===== config.mk =====
export PLATFORM = sky130hd
export DESIGN_NAME = carry_save_resolver_flat
export DESIGN_NICKNAME = d
export VERILOG_FILES = /design/src/rtl/carry_save_resolver_if.sv /design/src/rtl/carry_save_resolver.sv /design/src/flat_wrapper.sv
export SDC_FILE = /design/constraint.sdc
export NUM_CORES = 1
export LEC_CHECK = 0
export ABC_AREA = 1
export BUFFER_PORTS_ARGS = -buffer_cell sky130_fd_sc_hd__buf_2
export CELL_PAD_IN_SITES_DETAIL_PLACEMENT = 1
export CELL_PAD_IN_SITES_GLOBAL_PLACEMENT = 1
export CORE_ASPECT_RATIO = 0.9
export CORE_MARGIN = 2
export CORE_UTILIZATION = 47
export CTS_BUF_LIST = sky130_fd_sc_hd__clkbuf_8
export DETAILED_ROUTE_END_ITERATION = 8
export PLACE_DENSITY = 0.85
export RECOVER_POWER = 25
export SLEW_MARGIN = 10
export SYNTH_ARGS = -nofsm -noshare
export SYNTH_HDL_FRONTEND = slang
export SYNTH_SLANG_ARGS = --single-unit
export TNS_END_PERCENT = 5

===== constraint.sdc =====
create_clock -name clk -period 5.7 [get_ports clk]
set_input_delay 0.57 -clock clk [delete_from_list [all_inputs] [get_ports clk]]
set_output_delay 0.57 -clock clk [all_outputs]
set_load 0.005 [all_outputs]

===== src/rtl/carry_save_resolver_if.sv =====
// carry_save_resolver_if
// Operand/result bus for the carry-save resolver.
//   inValid / inReady   : operand handshake (sumIn, carryIn)
//   outValid / outReady : result handshake (result, WIDTH+2 bits)
// The master modport is the side that supplies operands and consumes results;
// the slave modport is the resolver itself.
interface carry_save_resolver_if #(
  parameter int WIDTH = 32
) ();
  logic             inValid;
  logic             inReady;
  logic [WIDTH-1:0] sumIn;
  logic [WIDTH-1:0] carryIn;
  logic             outValid;
  logic             outReady;
  logic [WIDTH+1:0] result;

  modport master (
    output inValid, sumIn, carryIn, outReady,
    input  inReady, outValid, result
  );

  modport slave (
    input  inValid, sumIn, carryIn, outReady,
    output inReady, outValid, result
  );
endinterface


===== src/rtl/carry_save_resolver.sv =====
// carry_save_resolver
// Turns a carry-save pair (sum vector plus carry vector, where carry bit i
// weighs 2^(i+1)) into a plain binary value, resolving CHUNK bits per clock so
// the carry chain stays short. The result is sumIn + 2*carryIn at full
// WIDTH+2 precision.
// Ports:
//   clk  : rising-edge clock
//   rst  : asynchronous, active-high reset
//   bus  : carry_save_resolver_if.slave, operand and result handshakes
// Timing: an operand accepted at edge E produces outValid after edge E+N,
// with N = WIDTH/CHUNK.
module carry_save_resolver #(
  parameter int WIDTH = 32,
  parameter int CHUNK = 8
) (
  input  logic                 clk,
  input  logic                 rst,
  carry_save_resolver_if.slave bus
);

  localparam int N  = WIDTH / CHUNK;
  localparam int KW = (N > 1) ? $clog2(N) : 1;

  // The chunked walk only makes sense when the chunks tile the word exactly.
  generate
    if ((CHUNK < 1) || ((WIDTH % CHUNK) != 0)) begin : gBadChunk
      $error("carry_save_resolver: CHUNK must evenly divide WIDTH");
    end
  endgenerate

  typedef enum logic [1:0] {
    IDLE,
    BUSY,
    DONE
  } stateT;

  stateT            stateQ;
  stateT            stateD;
  logic [WIDTH-1:0] aQ;
  logic [WIDTH-1:0] bQ;
  logic             topQ;
  logic [KW-1:0]    kQ;
  logic             cQ;
  logic [WIDTH+1:0] resultQ;

  logic             accept;
  logic             inReady;
  logic             outValid;
  logic             lastChunk;
  logic [CHUNK-1:0] aChunk;
  logic [CHUNK-1:0] bChunk;
  logic [CHUNK:0]   chunkSum;

  // One chunk of the ripple add per cycle: pick the chunk addressed by the
  // counter and add it with the carry left over from the previous chunk.
  always_comb begin
    aChunk    = aQ[kQ*CHUNK +: CHUNK];
    bChunk    = bQ[kQ*CHUNK +: CHUNK];
    chunkSum  = {1'b0, aChunk} + {1'b0, bChunk} + {{CHUNK{1'b0}}, cQ};
    lastChunk = (kQ == KW'(N - 1));
  end

  // State register for the IDLE -> BUSY -> DONE sequence.
  always_ff @(posedge clk or posedge rst) begin
    if (rst) begin
      stateQ <= IDLE;
    end else begin
      stateQ <= stateD;
    end
  end

  // Next-state and handshake decode. Both ready and valid come straight from
  // the state, so a handoff in DONE can never be overlapped with a new accept.
  always_comb begin
    stateD   = stateQ;
    inReady  = 1'b0;
    outValid = 1'b0;
    accept   = 1'b0;
    case (stateQ)
      IDLE: begin
        inReady = 1'b1;
        if (bus.inValid) begin
          accept = 1'b1;
          stateD = BUSY;
        end
      end
      BUSY: begin
        if (lastChunk) begin
          stateD = DONE;
        end
      end
      DONE: begin
        outValid = 1'b1;
        if (bus.outReady) begin
          stateD = IDLE;
        end
      end
      default: begin
        stateD = IDLE;
      end
    endcase
  end

  // Operand capture and chunk-by-chunk resolution. The carry vector is
  // pre-shifted left by one so both operands share bit weights; the bit that
  // falls off the top is kept aside and folded into the two extra result bits
  // together with the final chunk carry. The counter is left alone on the last
  // chunk so it never wraps.
  always_ff @(posedge clk or posedge rst) begin
    if (rst) begin
      aQ      <= '0;
      bQ      <= '0;
      topQ    <= 1'b0;
      kQ      <= '0;
      cQ      <= 1'b0;
      resultQ <= '0;
    end else if (accept) begin
      aQ   <= bus.sumIn;
      bQ   <= {bus.carryIn[WIDTH-2:0], 1'b0};
      topQ <= bus.carryIn[WIDTH-1];
      kQ   <= '0;
      cQ   <= 1'b0;
    end else if (stateQ == BUSY) begin
      resultQ[kQ*CHUNK +: CHUNK] <= chunkSum[CHUNK-1:0];
      cQ                         <= chunkSum[CHUNK];
      if (lastChunk) begin
        resultQ[WIDTH+1:WIDTH] <= {1'b0, topQ} + {1'b0, chunkSum[CHUNK]};
      end else begin
        kQ <= kQ + 1'b1;
      end
    end
  end

  assign bus.inReady  = inReady;
  assign bus.outValid = outValid;
  assign bus.result   = resultQ;

endmodule


===== src/flat_wrapper.sv =====
// flat-port wrapper written by rule: the top's interface ports become plain ports
module carry_save_resolver_flat 
#(
  parameter int WIDTH = 32,
  parameter int CHUNK = 8
)
  (clk, rst, bus_inValid, bus_sumIn, bus_carryIn, bus_outReady, bus_inReady, bus_outValid, bus_result);
  carry_save_resolver_if #(.WIDTH(WIDTH)) bus_i ();
  input  logic clk;
  input  logic rst;
  input wire logic [$bits(bus_i.inValid)-1:0] bus_inValid;
  input wire logic [$bits(bus_i.sumIn)-1:0] bus_sumIn;
  input wire logic [$bits(bus_i.carryIn)-1:0] bus_carryIn;
  input wire logic [$bits(bus_i.outReady)-1:0] bus_outReady;
  output wire logic [$bits(bus_i.inReady)-1:0] bus_inReady;
  output wire logic [$bits(bus_i.outValid)-1:0] bus_outValid;
  output wire logic [$bits(bus_i.result)-1:0] bus_result;
  assign bus_i.inValid = bus_inValid;
  assign bus_i.sumIn = bus_sumIn;
  assign bus_i.carryIn = bus_carryIn;
  assign bus_i.outReady = bus_outReady;
  assign bus_inReady = bus_i.inReady;
  assign bus_outValid = bus_i.outValid;
  assign bus_result = bus_i.result;
  carry_save_resolver #(.WIDTH(WIDTH), .CHUNK(CHUNK)) u_core (.clk(clk), .rst(rst), .bus(bus_i));
endmodule

==> results of run 1 <==
-- per-layer routing --
metal  routed length (µm)  part of all wire, %  vias to the layer above  GRT usage [%]
met4                  123                 0.93                        0           4.32
li1                     -                    -                     1771              -
met1                 6010                   45                     1923           32.5
met3                  530                  4.0                       11           5.57
met2                 6550                   50                       87           41.6
met5                    0                    0                        -              0
-- flip-flops by register name, indices dropped and copies added (netlist names) --
register,flops
u_core.kQ,2
u_core.aQ,32
u_core.cQ,1
u_core.bus.result,34
u_core.stateQ,2
u_core.topQ,1
u_core.bQ,31
-- power by group --
group / total (mW) / internal, mW / switching [mW]
Combinational: 2.17 / 0.877 / 1.29
Clock: 0.439 / 0.182 / 0.256
Sequential: 1.32 / 1.06 / 0.262
Total: 3.93 / 2.12 / 1.81
-- metrics by stage --
stage               instances  power (mW)
floorplan                 464        2.82
global placement          680        3.34
detailed placement        680        3.48
CTS                       696        3.94
global route              696        4.27
finish                    696        3.93
-- cell usage in the layout (no fill, tap or decap), types with 16 or more instances in the layout --
cell       n
nand2_1   81
inv_1     24
buf_2     88
o22ai_1   16
mux2_4    27
o21ai_0   42
mux2_2    37
nor2_1    39
dfrtp_1  103
-- cells by family (layout without fill, tap and decap cells) --
kind of cell,Yosys count,in the layout,synth area share (%)
and+or+nand+nor,156,156,14.0
DFF,103,103,51.7
AOI/OAI and AO/OA,76,76,8.51
muxes,64,64,16.5
buffers and inverters,45,148,4.14
adders and majority gates,17,17,4.57
xor gates and xnor gates,3,3,0.527
-- worst min-delay path by stage --
stage / start / slack, ps / cells after the start / end
2_1_floorplan: u_core.bus.result[5]$_DFFE_PP0P_ / 470 / 2 / u_core.bus.result[5]$_DFFE_PP0P_
3_3_place_gp: u_core.bus.result[6]$_DFFE_PP0P_ / 460 / 2 / u_core.bus.result[6]$_DFFE_PP0P_
3_5_place_dp: u_core.bus.result[23]$_DFFE_PP0P_ / 460 / 2 / u_core.bus.result[23]$_DFFE_PP0P_
4_1_cts: rst / 220 / 2 / u_core.bQ[27]$_DFFE_PP0P_
5_1_grt: bus_outReady / 380 / 2 / u_core.stateQ[1]$_DFFE_PP0P_
6_report: bus_outReady / 390 / 2 / u_core.stateQ[1]$_DFFE_PP0P_
-- area by class of cell --
type | instances | area share (%)
clock inverters | 5 | 0.588
inverters | 26 | 1.72
well taps | 129 | 2.81
clock buffers | 11 | 2.64
flip-flops and latches | 103 | 44.9
multi-input cells | 316 | 38.3
repair buffers | 106 | 9.04
-- critical path: cells and delay by family (launching register included) --
family          cells  cell delay (ps)
buf+inv             2              410
fa+ha+maj           3             1140
flops               1             1080
compound gates      4              610
simple gates        5              470
==> metrics.md, run 1 <==
| Metric | Value |
|---|---|
| Crit path largest cell delay | 1080 ps |
| Crit path to | u_core.bus.result[32]$_DFFE_PP0P_ |
| Setup crit end kind | flip-flop |
| Synth warnings | 0 |
| Final min period | 3850 ps |
| Violated checks | capacitance limit, slew limit |
| Setup violators final | 0 |
| CTS Hold Bufs | 0 |
| Dominant cell by count in the synthesized netlist | dfrtp_1 |
| Storage element area | 0.00258 mm² |
| Syn_nets | 549 |
| PD cells | 684 mW/mm² |
| Top cells by count, synth | 103 x dfrtp_1, 81 x nand2_1, 42 x o21ai_0, 39 x nor2_1, 37 x mux2_2 |
| GRT Total Usage | 24.3% |
| # clock sinks | 103 |
| Setup TNS | 0 ps |
| Share of synthesized registers carrying an async set or reset | 100% |
| Syn_area_per_cell | 10.7 µm² |
| Io pins | 104 |
| Hold Vio Cnt, Final | 0 |
| FP Rows | 35 |
| RSZ-0062 raised after global routing | no |
| R2r worst-path depth | 14 |
| Worst Setup SP | u_core.kQ[0]$_DFFE_PP0P_ |
| Status | complete, but fails checks |
| I/O Buffers | 103 |
| Peak supply drop | 0.272 mV |
| Worst path slowest cell | dfrtp_1 |
| CTS Buf Count | 9 |
| Die width | 113 µm |
| R2r endpoint | u_core.bus.result[32]$_DFFE_PP0P_ |
| Overflow after GRT | 0 |
| Most used cell, CP | nand2_1 |
| Drt via density | 5.45 |
| Slew margin rel. | -6.17% |
| Pre-antenna DRT Iters | 5 |
| Setup crit start kind | flip-flop |
| Slew Limit Fails | 37 |
| Crit path cell chain | inv_1, buf_4, o21ai_0, o21ai_0, fa_1, fa_1, nand2_1, nand2_1, and2_1, nand4_1, nand2_1, ha_1, a21oi_1, a22oi_1 |
| Sequential share of the synthesized area | 51.7% |
| EDFF count, synth | 0 |
| Worst setup margin | 1850 ps |
| Flops & latches, synth | 103 |
| Die area | 0.0114 mm² |
| Critical R2R Launch | u_core.kQ[0]$_DFFE_PP0P_ |
| Critical Path AT | 4090 ps |
| Clock Latency Late Sink | 370 ps |
| Initial antenna violation count | 0 |
| Largest cells by area after synthesis | dfrtp_1 52%, mux2_2 8.4%, mux2_4 8.1% |
| Root buf cell | clkbuf_8 |
| Critical path type | reg -> reg |
| Final instance area | 0.00575 mm² |
| Min-delay worst type | in -> reg |
| Starting Density | 48.4% |
| Setup WS pre-CTS | 1980 ps |
| Cell area after placement | 0.00558 mm² |
| RD Place Congestion | 0.832 |
| Multi-input logic area | 0.00220 mm² |
| Mean routed wirelength per cell | 19.0 µm |
| First-pass GRT wire length | 21700 µm |
| Fin nets | 647 |
| Via Count | 3792 |
| Layout area overhead | 15.3% |
| Cell taking the most area after synthesis | dfrtp_1 |
| Crit Path Max Fanout | 38 |
| Max-Cap Viols | 1 |
| Reg clk slew, reported paths | 100 ps |
| Peak Freq | 260 MHz |
| Initial DRC count | 215 |
| Final HPWL DP | 9680 µm |
| Flop-to-flop setup slack | 1850 ps |
| Finished Core Util | 55.8% |
| WP data required | 5940 ps |
| Static leakage power | 2.90 nW |
| Final WL | 13200 µm |
| Placeable Area | 0.0103 mm² |
| Antenna Nets Post-Route | 0 |
| Largest net degree at the start of global routing | 69 |
| Clock Skew | 10.5 ps |
| Synth unique cells | 33 |
| Die height | 102 µm |
| H-tree depth | 3 |
| Final routed DRC violation total | 0 |
| Top FF cell, synth | dfrtp_1 |
| Mapped Cells | 464 |
| Layout cell share with drive strength beyond 1 | 32.5% |
| Final worst path period share | 67.6% |
| Post-synth top area share | 51.7% |
| Synth Cell Area | 0.00498 mm² |
| Vias in the first global route | 4201 |
| # fillers | 1165 |
| Post-CTS Setup Repair Bufs | 0 |
| Worst hold slack | 387 ps |
| TritonCTS clock tree | yes |
| Post_cts resized | 0 |
| Antenna Cells | 0 |
| Worst-Margin Slew | 1580 ps |
| Clock Path Buffers | 2 |
Note: power is estimated with default switching activity, not from simulation.
==> inputs of run 2 (changes only) <==
Settings changed: ABC_AREA 1 to 0, CORE_UTILIZATION 47 to 42, PLACE_DENSITY 0.85 to 0.77.
Clock period 5.7 ns to 3.15 ns, I/O delays scaled along.
==> run 2 against run 1 <==
Non-clock buffer count is 14 higher; critical path type unchanged; maximum frequency rose by 25%; flip-flop and latch count is the same; sequential share of layout area is 0.35 points lower; the run still ends with capacitance limit, slew limit left; register-to-register slack lost 1800 ps; setup slack worse by 1800 ps; highest routed layer unchanged; synthesized area fell by 4.5%.
==> metrics.md, run 2 <==
| Metric | Value |
|---|---|
| Syn_nets | 403 |
| CTS Buf Count | 9 |
| Pre-antenna DRT Iters | 4 |
| Hold Path Depth | 2 |
| Share of synthesized registers carrying an async set or reset | 100% |
| Clk pwr share | 12.0% |
| Starting Density | 43.5% |
| Mean routed wirelength per cell | 18.4 µm |
| Initial antenna violation count | 0 |
| Critical Path AT | 3320 ps |
| GRT busiest layer | met2 |
| Die height | 105 µm |
| Synth warnings | 0 |
| Post-synth top area share | 54.2% |
| Most common cell after layout, fill and taps aside | buf_2 |
| Placeable Area | 0.0109 mm² |
| Clock Path Buffers | 2 |
| Flops & latches, synth | 103 |
| Peak supply drop | 0.673 mV |
| Final HPWL DP | 8110 µm |
| Initial DRC count | 134 |
| Setup crit start kind | flip-flop |
| Mapped Cells | 318 |
| Synth unique cells | 41 |
| Flop-to-flop setup slack | 70 ps |
| Final min period | 3080 ps |
| Root buf cell | clkbuf_8 |
| RSZ-0062 raised after global routing | yes |
| Largest net degree at the start of global routing | 91 |
| Final routed DRC violation total | 0 |
| Synth Cell Area | 0.00476 mm² |
| Die area | 0.0122 mm² |
| Static leakage power | 2.75 nW |
| Sequential share of the synthesized area | 54.2% |
| Via Count | 3118 |
| Fin nets | 520 |
| GR met1 Demand/Resource | 25.0% |
| M3 GR Usage | 4.87% |
| Net switching power | 3.01 mW |
| Io pins | 104 |
| EDFF count, synth | 0 |
| Final instance area | 0.00579 mm² |
| # clock sinks | 103 |
| Switch share | 40.8% |
| Peak Freq | 325 MHz |
| Reg clk slew, reported paths | 100 ps |
| Vias in the first global route | 3398 |
| TritonCTS clock tree | yes |
| R2r worst-path depth | 10 |
| Final WL | 10900 µm |
| PD cells | 1270 mW/mm² |
| I/O Buffers | 103 |
| GRT Total Usage | 19.1% |
| Antenna Cells | 0 |
| Overflow after GRT | 0 |
| CTS Hold Bufs | 0 |
| Layout area overhead | 21.7% |
| Cell area after placement | 0.00549 mm² |
| Die width | 116 µm |
| Layout cell share with drive strength beyond 1 | 54.3% |
| Dominant cell by count in the synthesized netlist | dfrtp_1 |
| Logic pwr share | 56.8% |
| Min-delay worst type | in -> reg |
| RD Place Congestion | 0.817 |
| Pint | 4.37 mW |
| Antenna Nets Post-Route | 0 |
| Drt via density | 5.27 |
| Clock Latency Late Sink | 370 ps |
| H-tree depth | 3 |
| Slew margin rel. | -23.3% |
| M2 GR Usage | 31.7% |
| Max reg flops | 34 |
| First-pass GRT wire length | 18000 µm |
| Most frequent cells in the layout | 103 x buf_2, 102 x dfrtp_1, 65 x mux2_2 |
| Cell taking the most area after synthesis | dfrtp_1 |
| Clock Skew | 12.5 ps |
| Violated checks | capacitance limit, slew limit |
| Top FF cell, synth | dfrtp_1 |
| Slew Limit Fails | 91 |
| Setup crit end kind | flip-flop |
| Crit Path Max Fanout | 4 |
| FP Rows | 36 |
| Status | complete, but fails checks |
| Hold_sp | bus_carryIn[8] |
| WP data required | 3390 ps |
| Top cells by count, synth | 103 x dfrtp_1, 65 x mux2_2, 25 x a22o_1, 15 x ha_1, 15 x mux4_2 |
| Pwr Total | 7.38 mW |
| Hold endpoint | u_core.bQ[9]$_DFFE_PP0P_ |
| Final worst path period share | 97.8% |
| Largest cells by area after synthesis | dfrtp_1 54%, mux2_2 15%, mux4_2 7.1% |
| Setup violators final | 0 |
| R2r endpoint | u_core.bus.result[32]$_DFFE_PP0P_ |
| Critical path type | reg -> reg |
| Hold Vio Cnt, Final | 0 |
| Max-Cap Viols | 1 |
| Syn_area_per_cell | 15.0 µm² |
| Critical R2R Launch | u_core.kQ[0]$_DFFE_PP0P_ |
| Worst-Margin Slew | 1850 ps |
| Share of power burned in registers | 31.2% |
[run 2: changes by cell type after synthesis, moves of 16 or more]
cell / before / now
mux2_2: 37 / 65
o22ai_1: 16 / 0
mux2_4: 27 / 0
nor2_1: 39 / 4
o21ai_0: 42 / 5
a22o_1: 4 / 25
nand2_1: 81 / 10
[run 2: metal layers]
layer / wire (µm) / vias to the layer above
met3: 551 / 15
li1: - / 1431
met5: 0 / -
met1: 4740 / 1586
met2: 5440 / 86
met4: 185 / 0
[run 2: through the flow]
| stage | TNS [ps] | std cells | util [%] | hold WS [ps] | worst slack (ps) |
|---|---|---|---|---|---|
| after floorplan | -87.7 | 318 | - | 467 | -87.7 |
| after global placement | 0 | 570 | 50.2 | 469 | 63.7 |
| after detailed placement | -17.7 | 570 | 50.2 | 472 | -17.7 |
| after CTS | 0 | 588 | 52.5 | 157 | 17.8 |
| after global routing | -70.7 | 592 | 52.9 | 152 | -70.7 |
| final | 0 | 592 | 52.9 | 169 | 70.4 |
[run 2: how the worst max path moves through the flow]
stage	startpoint	depth (start not counted)	slack [ps]	end
floorplan	u_core.kQ[0]$_DFFE_PP0P_	12	-90	u_core.bus.result[32]$_DFFE_PP0P_
global placement	u_core.kQ[0]$_DFFE_PP0P_	12	60	u_core.bus.result[32]$_DFFE_PP0P_
detailed placement	u_core.kQ[0]$_DFFE_PP0P_	12	-20	u_core.bus.result[32]$_DFFE_PP0P_
CTS	u_core.kQ[0]$_DFFE_PP0P_	12	20	u_core.bus.result[32]$_DFFE_PP0P_
global route	u_core.kQ[0]$_DFFE_PP0P_	10	-70	u_core.bus.result[32]$_DFFE_PP0P_
finish	u_core.kQ[0]$_DFFE_PP0P_	10	70	u_core.bus.result[32]$_DFFE_PP0P_
[run 2: cell type report]
type / instances / area (µm²)
well taps: 152 / 190
clock inverters: 4 / 51.3
repair buffers: 120 / 706
inverters: 9 / 33.8
flip-flops and latches: 103 / 2580
fillers: 1141 / 5150
multi-input cells: 192 / 2070
clock buffers: 12 / 165
[run 2: kinds of logic after synthesis]
family	Yosys count	synth area share, %
XOR/XNOR	5	0.920
buffers and inverters	23	2.60
AO/OA/AOI/OAI	58	9.99
AND/OR/NAND/NOR	30	4.63
flip-flops	103	54.2
multiplexers	82	22.9
adder cells (fa/ha/maj)	17	4.79
[run 2: repair_timing]
action,4_1_cts,5_1_grt
setup endpoints to repair,1,2
setup buffers,1,4
gates resized for setup,0,2
gates cloned,1,0
pin swaps,0,1
[run 2: critical path, cell delays in order (launching register included)]
cell,delay [ps]
dfrtp_2,430
mux4_2,530
fa_2,370
fa_2,360
a21o_1,190
a221oi_2,260
o21bai_1,90
a21o_1,210
ha_1,290
a22oi_2,150
o21ai_1,70
[run 2: power by group through the flow]
stage | sequential (mW) | clock, mW | combinational [mW]
after floorplan | 2.21 | 0 | 2.88
after CTS | 2.31 | 0.908 | 4.13
after global routing | 2.39 | 0.958 | 4.57
after global placement | 2.30 | 0 | 3.88
final | 2.30 | 0.886 | 4.19
after detailed placement | 2.33 | 0 | 4.05
